File: config.mk
export PLATFORM = sky130hd
export DESIGN_NAME = rf_write_scheduler
export DESIGN_NICKNAME = d
export VERILOG_FILES = /design/src/rtl/rf_write_scheduler.sv
export SDC_FILE = /design/constraint.sdc
export NUM_CORES = 1
export LEC_CHECK = 0
export ABC_AREA = 1
export CORE_AREA = 2 2 77 79
export DETAILED_ROUTE_END_ITERATION = 12
export DIE_AREA = 0 0 79 81
export GPL_TIMING_DRIVEN = 0
export PLACE_DENSITY = 0.78
export REMOVE_ABC_BUFFERS = 1
export SYNTH_ARGS = -nofsm -noshare
export SYNTH_HDL_FRONTEND = slang
export SYNTH_SLANG_ARGS = --single-unit
File: constraint.sdc
create_clock -name clk -period 1.9 [get_ports clk]
set_clock_uncertainty 0.05 [all_clocks]
set_input_delay 0.38 -clock clk [delete_from_list [all_inputs] [get_ports clk]]
set_output_delay 0.38 -clock clk [all_outputs]
set_load 0.02 [all_outputs]
File: src/rtl/rf_write_scheduler.sv
// rf_write_scheduler: round-robin arbiter of two register-file write requesters into one registered write port.
// Optional busy-bit scoreboard with decode stall, compiled in by defining RF_SCOREBOARD_EN.
module rf_write_scheduler #(
   parameter int DW = 32,
   parameter int AW = 5
) (
   input  logic          clk,
   input  logic          rst,
   input  logic          wb_valid,
   input  logic [AW-1:0] wb_rd,
   input  logic [DW-1:0] wb_din,
   output logic          wb_ready,
   input  logic          ld_valid,
   input  logic [AW-1:0] ld_rd,
   input  logic [DW-1:0] ld_din,
   output logic          ld_ready,
   output logic          w_rb,
   output logic [AW-1:0] rd,
   output logic [DW-1:0] din,
   input  logic          issue_valid,
   input  logic [AW-1:0] issue_rd,
   input  logic [AW-1:0] rs,
   input  logic [AW-1:0] rt,
   output logic          stall
);
   logic          r_pref_ld;
   logic          w_wb_gnt;
   logic          w_ld_gnt;
   logic          w_xfer;
   logic [AW-1:0] w_rd;
   logic [DW-1:0] w_din;

   // r_pref_ld is set after a wb grant so ld wins the next tie
   assign w_wb_gnt = !rst && wb_valid && (!ld_valid || !r_pref_ld);
   assign w_ld_gnt = !rst && ld_valid && !w_wb_gnt;
   assign wb_ready = w_wb_gnt;
   assign ld_ready = w_ld_gnt;
   assign w_xfer   = w_wb_gnt || w_ld_gnt;
   assign w_rd     = w_wb_gnt ? wb_rd : ld_rd;
   assign w_din    = w_wb_gnt ? wb_din : ld_din;

   always_ff @(posedge clk or posedge rst) begin
      if (rst) begin
         r_pref_ld <= 1'b0;
         w_rb      <= 1'b0;
         rd        <= '0;
         din       <= '0;
      end else begin
         w_rb <= w_xfer && (w_rd != '0);
         if (w_xfer) begin
            r_pref_ld <= w_wb_gnt;
            rd        <= w_rd;
            din       <= w_din;
         end
      end
   end

`ifdef RF_SCOREBOARD_EN
   localparam int NR = 2**AW;
   logic [NR-1:0] r_busy;
   logic [NR-1:0] w_set;
   logic [NR-1:0] w_clr;

   // set is applied after clear so a same-edge issue keeps the bit busy
   assign w_set = (issue_valid && issue_rd != '0) ? (NR'(1) << issue_rd) : '0;
   assign w_clr = w_xfer ? (NR'(1) << w_rd) : '0;

   always_ff @(posedge clk or posedge rst) begin
      if (rst) r_busy <= '0;
      else     r_busy <= (r_busy & ~w_clr) | w_set;
   end

   assign stall = (rs != '0 && r_busy[rs]) || (rt != '0 && r_busy[rt]);
`else
   logic w_unused;
   assign w_unused = ^{issue_valid, issue_rd, rs, rt};
   assign stall    = 1'b0;
`endif
endmodule

==> out/metrics.yaml <==
status: "completed"
cts-htree-levels: 2
yosysMostFrequentCell: "nand2_1"
yosys_most_used_dff: "dfrtp_1"
rrSetupSlack_ns: 0.22
synth_area_leaders: "dfrtp_1, nand2_1, a31oi_1"
track_usage_pct: 18.9
seq_area_frac_synth_pct: 53.0
slowest_delay_ns: 0.40
crit_buf_inv: 2
synth_top_cell_by_area: "dfrtp_1"
cp_top_family: "flip-flops"
max-slew-margin-rel_pct: 63.7
setup_violations: 0
synth_top_area_share_pct: 53.0
drc: 0
nFillCells: 532
via_per_inst: 4.72
clk_latency_ns: 0.28
place_inst: 406
synth_area_um2: 1840
regArea_um2: 976
dp_hpwl_mm: 3.58
r2r_cells: 6
r2r_end: "rd[4]"
ios: 135
num_vias: 1997
grt_max_degree: 34
cts_made_buffers: 5
synth_edf_count: 0
worstPathArrival_ns: 1.31
p_switching_uw: 833
coreArea_um2: 5680
cp-start-kind: "flip-flop"
root_buffer: "clkbuf_8"
period_share_pct: 91.6
drv_slew: 0
endpoint_kind: "primary output"
path_max_fanout: 17
syn_avg_cell_area_um2: 8.00
overflow: 0
ant_nets: 0
dieWidth_um: 79
routed_wl_mm: 6.13
worst_pin_slew_ns: 0.544
drt-wirelength-per-cell_um: 14.5
ys_ff_latch: 39
fp-row-count: 28
synth.distinct_cells: 18
drt_iter0_markers: 42
cts_num_sinks: 39
instances_no_fill: 423
grt_pass1_vias: 1927
timing.final.hold_violations: 0
synth_cells: 230
cp-startpoint: "r_pref_ld"
hp-class: "primary input to asynchronous set/reset pin"
fin_crit_ns: 1.74
worstPathRequired_ns: 1.47
path_depth: 5
cts_buffer_depth: 2
antenna_found_initial: 0
switching_share_pct: 33.0
reg2reg_from: "r_pref_ld"
firstDrtPassIters: 4
pwr-share-clk_pct: 21.3
setup-tns-final_ns: 0
p_leak_nw: 1.39
area_delta_synth_final_pct: 75.1
initial_utilization_pct: 32.4
multi_input_area_um2: 783
pwr-share-comb_pct: 37.6
yosys_warnings: 0
crit_slowest_cell: "dfrtp_1"
maxCapViolations: 0
powerDensity_nw_per_um2: 784
antenna_cells: 0
gp_congestion: 0.716
io_buffer_count: 117
path_clk_slew_ns: 0.07
holdBufCountCts: 0
grt_setup_unrepaired: "no"
worstSetupPathType: "flip-flop to primary output"
cts_tree: "built"
path_cells: "nand2_4 > nand3_4 > clkinv_8 > nor2_1 > buf_2"
max_freq_mhz: 575
drive_gt1_share_pct: 7.76
synthArstFlopShare_pct: 100
p_int_mw: 1.69
die_area_um2: 6400
seqPwrFrac_pct: 41.1
timing.hold.ws_ns: 0.00898
die_y_um: 81
vdd_drop_max_v: 0.000421
grt_pass1_wl_mm: 9.25
num-nets-final: 441
synthTopCellsByCount: "nand2_1, dfrtp_1, nor2_1"
through the flow:
step / total power [mW] / util, % / instance area [um2] / setup slack, ns
final: 2.53 / 56.8 / 3220 / 0.160
after global routing: 2.68 / 56.8 / 3220 / 0.0589
after CTS: 2.56 / 56.7 / 3220 / 0.0277
after detailed placement: 1.97 / 53.1 / 3010 / -2.36
after global placement: 1.95 / 53.1 / 3010 / -2.35
after floorplan: 1.45 / - / 1750 / -0.808
registers in the layout, indices dropped and copies added, names as in the netlist:
| signal | flops |
|---|---|
| din | 32 |
| rd | 5 |
| r_pref_ld | 1 |
| w_rb | 1 |
power by group through the flow:
stage                     Clock [mW]  Sequential, mW  Combinational (mW)
after CTS                      0.565            1.04               0.958
after global placement             0            1.05               0.899
final                          0.538            1.04               0.950
after floorplan                    0            1.22               0.232
after detailed placement           0            1.05               0.912
after global routing           0.603            1.06                1.02
repair_timing:
item | in CTS | in global routing
setup buffers | 2 | 0
resized for setup | 25 | 4
pin swaps | 2 | 0
endpoints found under the setup margin | 41 | 6
gates cloned | 6 | 1
worst max-delay path by stage:
stage / endpoint
finish: ld_ready
global route: rd[4]
CTS: ld_ready
detailed placement: ld_ready
global placement: ld_ready
floorplan: ld_ready
area by class of cell:
class	count	share of cell area, %
repair buffers	119	36.3
flip-flops and latches	39	30.3
multi-input cells	167	24.3
well taps	75	2.91
inverters	11	2.60
clock buffers	5	2.14
repair inverters	4	1.05
clock inverters	3	0.466
per-layer routing:
layer	global-route usage, %	share of wire, %	vias to the layer above
li1	-	-	989
met1	21.8	40	920
met2	34.6	52	79
met3	3.44	5.8	9
met4	7.59	1.9	0
met5	0	0	-
kinds of logic after synthesis:
group	share of synthesized area (%)
other	0.204
AND/OR/NAND/NOR	26.7
flip-flops	53.0
AO/OA/AOI/OAI	12.8
buffers and inverters	7.27
cell usage in the layout (no fill, tap or decap), types with 2 or more instances in the layout:
cell,instances
clkdlybuf4s50_1,112
nand2_1,80
dfrtp_1,39
nor2_1,36
a31oi_1,32
inv_1,8
o21ai_0,5
clkbuf_8,5
nand3_1,3
clkinv_2,3
buf_2,3
nand2_4,2
clkinvlp_4,2
o21ai_1,2
nand3_2,2
inv_6,2
dlygate4sd2_1,2
buf_4,2
Power figures use the tool's default switching activity.
